File: src/rtl/flag_register_unit.sv
// flag_register_unit
//   Status-flag block that sits behind the 8-bit ALU. It registers the ALU
//   C/Z results into the architectural flags and keeps shadow copies of C/Z
//   for interrupt entry and return. It also holds the interrupt-enable flag
//   and the external interrupt request path (synchronizer, rising-edge
//   detect, pending latch). The current flags drive the branch decision.
//
// Ports
//   i_clk, i_rst_n          clock (rising edge), async active-low reset
//   i_c_in, i_z_in          ALU carry / zero results (combinational)
//   i_flg_c_ld/_set/_clr    C flag strobes (priority CLR > SET > LD)
//   i_flg_z_ld              Z flag load strobe
//   i_flg_ld_sel            load source: 0 = ALU, 1 = shadow (RETI)
//   i_i_set, i_i_clr        interrupt-enable set / clear
//   i_intr                  asynchronous level interrupt request
//   i_int_ack               one-cycle ISR entry pulse
//   i_br_cond               00 BRCS, 01 BRCC, 10 BREQ, 11 BRNE
//   o_c_flag, o_z_flag      registered flags (o_c_flag also feeds ALU CIN)
//   o_i_flag                interrupt enable
//   o_int_req               pending & enabled, combinational
//   o_br_take               branch decision from the registered flags
module flag_register_unit #(
  parameter int SYNC_STAGES = 2,    // legal range 2..4
  parameter bit I_RESET_VAL = 1'b0
) (
  input  logic       i_clk,
  input  logic       i_rst_n,
  input  logic       i_c_in,
  input  logic       i_z_in,
  input  logic       i_flg_c_ld,
  input  logic       i_flg_c_set,
  input  logic       i_flg_c_clr,
  input  logic       i_flg_z_ld,
  input  logic       i_flg_ld_sel,
  input  logic       i_i_set,
  input  logic       i_i_clr,
  input  logic       i_intr,
  input  logic       i_int_ack,
  input  logic [1:0] i_br_cond,
  output logic       o_c_flag,
  output logic       o_z_flag,
  output logic       o_i_flag,
  output logic       o_int_req,
  output logic       o_br_take
);

  logic                   r_c_flag, r_z_flag, r_i_flag;
  logic                   r_c_shadow, r_z_shadow;
  logic [SYNC_STAGES-1:0] r_sync;
  logic                   r_hist;
  logic                   r_int_pend;

  logic w_c_src, w_z_src, w_sync_out, w_edge;

  // RETI restores from the shadow, normal ops load from the ALU.
  assign w_c_src    = i_flg_ld_sel ? r_c_shadow : i_c_in;
  assign w_z_src    = i_flg_ld_sel ? r_z_shadow : i_z_in;
  assign w_sync_out = r_sync[SYNC_STAGES-1];
  assign w_edge     = w_sync_out & ~r_hist;

  // Architectural flags and shadows. The shadow takes the pre-edge flag
  // value, so a load that coincides with INT_ACK is not lost on return.
  always_ff @(posedge i_clk or negedge i_rst_n) begin
    if (!i_rst_n) begin
      r_c_flag   <= 1'b0;
      r_z_flag   <= 1'b0;
      r_c_shadow <= 1'b0;
      r_z_shadow <= 1'b0;
    end else begin
      if (i_flg_c_clr)      r_c_flag <= 1'b0;
      else if (i_flg_c_set) r_c_flag <= 1'b1;
      else if (i_flg_c_ld)  r_c_flag <= w_c_src;
      if (i_flg_z_ld)       r_z_flag <= w_z_src;
      if (i_int_ack) begin
        r_c_shadow <= r_c_flag;
        r_z_shadow <= r_z_flag;
      end
    end
  end

  // ISR entry masks interrupts and wins over any SEI/CLI in the same cycle.
  always_ff @(posedge i_clk or negedge i_rst_n) begin
    if (!i_rst_n)       r_i_flag <= I_RESET_VAL;
    else if (i_int_ack) r_i_flag <= 1'b0;
    else if (i_i_clr)   r_i_flag <= 1'b0;
    else if (i_i_set)   r_i_flag <= 1'b1;
  end

  // Interrupt request path. A level held high makes a single edge pulse;
  // an edge arriving with INT_ACK re-sets the pending latch so it survives.
  always_ff @(posedge i_clk or negedge i_rst_n) begin
    if (!i_rst_n) begin
      r_sync     <= '0;
      r_hist     <= 1'b0;
      r_int_pend <= 1'b0;
    end else begin
      r_sync     <= {r_sync[SYNC_STAGES-2:0], i_intr};
      r_hist     <= w_sync_out;
      r_int_pend <= w_edge | (r_int_pend & ~i_int_ack);
    end
  end

  always_comb begin
    o_br_take = 1'b0;
    case (i_br_cond)
      2'b00:   o_br_take =  r_c_flag;
      2'b01:   o_br_take = ~r_c_flag;
      2'b10:   o_br_take =  r_z_flag;
      default: o_br_take = ~r_z_flag;
    endcase
  end

  assign o_c_flag  = r_c_flag;
  assign o_z_flag  = r_z_flag;
  assign o_i_flag  = r_i_flag;
  assign o_int_req = r_int_pend & r_i_flag;

endmodule

File: config.mk
export PLATFORM = sky130hd
export DESIGN_NAME = flag_register_unit
export DESIGN_NICKNAME = d
export VERILOG_FILES = /design/src/rtl/flag_register_unit.sv
export SDC_FILE = /design/constraint.sdc
export NUM_CORES = 1
export LEC_CHECK = 0
export CORE_AREA = 3 3 40 42
export DETAILED_ROUTE_END_ITERATION = 8
export DIE_AREA = 0 0 43 45
export SYNTH_ARGS = -nofsm -noshare
export SYNTH_HDL_FRONTEND = slang
export SYNTH_SLANG_ARGS = --single-unit
File: constraint.sdc
create_clock -name i_clk -period 2.7 [get_ports i_clk]
set_input_delay 0.81 -clock i_clk [delete_from_list [all_inputs] [get_ports i_clk]]
set_output_delay 0.81 -clock i_clk [all_outputs]
set_load 0.02 [all_outputs]
==> run_results.csv <==
group,metric,value,unit
floorplan,core-area,1280,um^2
cts,ctsHoldBuffers,0,
global_route,grtUsageTotal,0.0944,
layout,final_common_cell,"clkdlybuf4s50_1",
job,cap_violations,0,
timing,fin_crit_sh,0.969,
floorplan,io_pins,20,
layout,drive_gt1_frac,0.122,
cts,cts_buffer_depth,2,
worst_setup_path,path_buf_inv,2,
timing,layout_min_cycle_time,2.62,ns
outcome,status,"completed",
timing,fin_worst_skew,0.0000505,ns
worst_setup_path,crit_slowest_cell,"clkdlybuf4s50_1",
worst_setup_path,crit_family,"buffers and inverters",
cts,clkTransAtPathRegs,0.06,ns
place,numPlacedInstances,60,
cts,htreeDepth,1,
yosys,postSynthAreaPerCell,13.1,um^2
timing,worstMarginPinSlew,0.391,ns
cts,cts_tree,"built",
power_and_ir_drop,vdd_drop_max,0.253,mV
floorplan,start_util,0.266,
yosys,netlist.area_leader.share,0.659,
route,post-route-drc-count,0,
hold_path,worstHoldPathType,"reg -> reg",
yosys,seq_area_frac_synth,0.659,
timing,max_freq,382,MHz
place,portBuffers,19,
worst_setup_path,cp.required,1.89,ns
worst_setup_path,worstSetupPathType,"in -> out",
floorplan,rows,13,
layout,fin_area,572,um^2
power_and_ir_drop,p_leak,0.251,nW
place,dpl-instance-area,551,um^2
cts,clk_latency,0.25,ns
layout,layout_common_cells,"clkdlybuf4s50_1, dfrtp_1, mux2i_1, inv_1, clkbuf_4",
hold_path,min_path_cells,0,
timing,setup_viol,0,
worst_setup_path,cp_max_fo,1,
cts,numCtsBuffers,3,
worst_setup_path,reg2reg_slack,1.89,ns
cts,cts.sinks,9,
yosys,synth_area,342,um^2
yosys,synth_nets,41,
yosys,synth_cell_types,11,
worst_setup_path,r2r_cells,1,
yosys,ys_ff_latch,9,
worst_setup_path,slowest_delay,0.47,ns
layout,fin_cells,64,
timing,slew_headroom,0.739,
power_and_ir_drop,power_density,565,nW/um^2
timing,fin_hold_ws,0.352,ns
timing,rsz0062_at_grt,"false",
floorplan,die_x,43,um
route,wl_per_cell,12.8,um
worst_setup_path,r2r_end,"r_z_shadow",
timing,finalMaxSlewViolations,0,
yosys,synth.area.top_cells,"dfrtp_1, mux2i_1, mux2_2, inv_1, nor3_1",
route,dr.pass1.iters,1,
route,antenna_left,0,
global_route,grt_max_degree,10,
hold_path,min_from,"r_sync[0]",
floorplan,die_h,45,um
route,wirelength,820,um
route,via_count,281,
yosys,ys_warn_count,0,
layout,area_growth,67.4,%
cts,post_cts_buffers,0,
timing,finalHoldViolations,0,
worst_setup_path,crit_start,"i_br_cond[1]",
place,routabilityCongestion,0.622,
layout,num-nets-final,65,
place,preCtsSetupSlack,-0.369,ns
hold_path,hold_end,"r_sync[1]",
worst_setup_path,cp.arrival,1.81,ns
floorplan,dieArea,1940,um^2
worst_setup_path,r2r-start,"o_z_flag",
cts,root_buffer,"clkbuf_4",
yosys,yosysTopAreaCell,"dfrtp_1",
global_route,antenna_found_initial,0,
global_route,grt_pass1_vias,308,
timing,worst_slack,0.0838,ns
global_route,grt_pass1_wl,1290,um
worst_setup_path,setup.worst_path.start_class,"input pin",
global_route,grt.overflow.total,0,
yosys,synthCells,26,
worst_setup_path,end_kind,"output pin",
route,routed_via_density,4.39,
route,drt_iter0_drc,0,
layout,diodes,0,
worst_setup_path,worstPathCellList,"clkdlybuf4s50_1 -> mux2i_1 -> xnor2_1 -> buf_2",
layout,fillCellCount,126,
## layout make-up
type | instances | area, um^2 | share of cell area
Clock buffer | 4 | 26.3 | 0.0460
Sequential cell | 9 | 225 | 0.394
Inverter | 3 | 11.3 | 0.0197
Timing Repair Buffer | 19 | 185 | 0.324
Tap cell | 15 | 18.8 | 0.0328
Multi-Input combinational cell | 14 | 105 | 0.184
## cell usage after synthesis
cell type  instances
mux2i_1            3
a311oi_1           1
nor3_1             2
xnor2_1            1
inv_1              3
dfrtp_1            9
and2_1             1
a21oi_1            1
mux2_2             2
o22ai_1            1
nor2_1             2
## state kept, by name, summed over array words and instances, names as in the netlist
register,flops
o_i_flag,1
r_hist,1
r_z_shadow,1
r_sync,2
o_z_flag,1
r_int_pend,1
r_c_shadow,1
o_c_flag,1
## logic make-up after synthesis
logic type	synth area share
compound gates	0.0586
xor+xnor	0.0256
buf+inv	0.0330
flops	0.659
mux	0.154
simple gates	0.0696
## metrics by stage
stage / power, mW / utilization / setup TNS, ns
6_report: 0.323 / 0.445 / 0
5_1_grt: 0.343 / 0.445 / 0
4_1_cts: 0.331 / 0.445 / 0
3_5_place_dp: 0.229 / 0.428 / -0.369
3_3_place_gp: 0.225 / 0.428 / -0.341
2_1_floorplan: 0.183 / - / 0
## power by group
| group | switching [mW] | leakage, nW | internal, mW |
|---|---|---|---|
| clock | 0.0433 | 0.0150 | 0.0567 |
| sequential | 0.00811 | 0.107 | 0.148 |
| combinational | 0.0275 | 0.129 | 0.0396 |
| total | 0.0790 | 0.251 | 0.244 |
## per-layer routing
layer,GRT usage,vias up,wire [um]
li1,-,134,-
met1,0.0873,141,275
met2,0.171,6,495
met3,0.0319,0,49
met4,0.0723,0,0
met5,0,-,0
## repair_timing
action                     in CTS  in global routing
gates resized for setup         5                  0
hold endpoints to repair        0                  0
setup endpoints to repair       1                  0
## how the worst max path moves through the flow
stage	end	slack (ns)	depth (start not counted)
2_1_floorplan	o_br_take	0.57	2
3_3_place_gp	o_br_take	-0.34	4
3_5_place_dp	o_br_take	-0.37	4
4_1_cts	o_br_take	0.07	4
5_1_grt	o_br_take	0.03	4
6_report	o_br_take	0.08	4
Note: power is estimated with default switching activity, not from simulation.
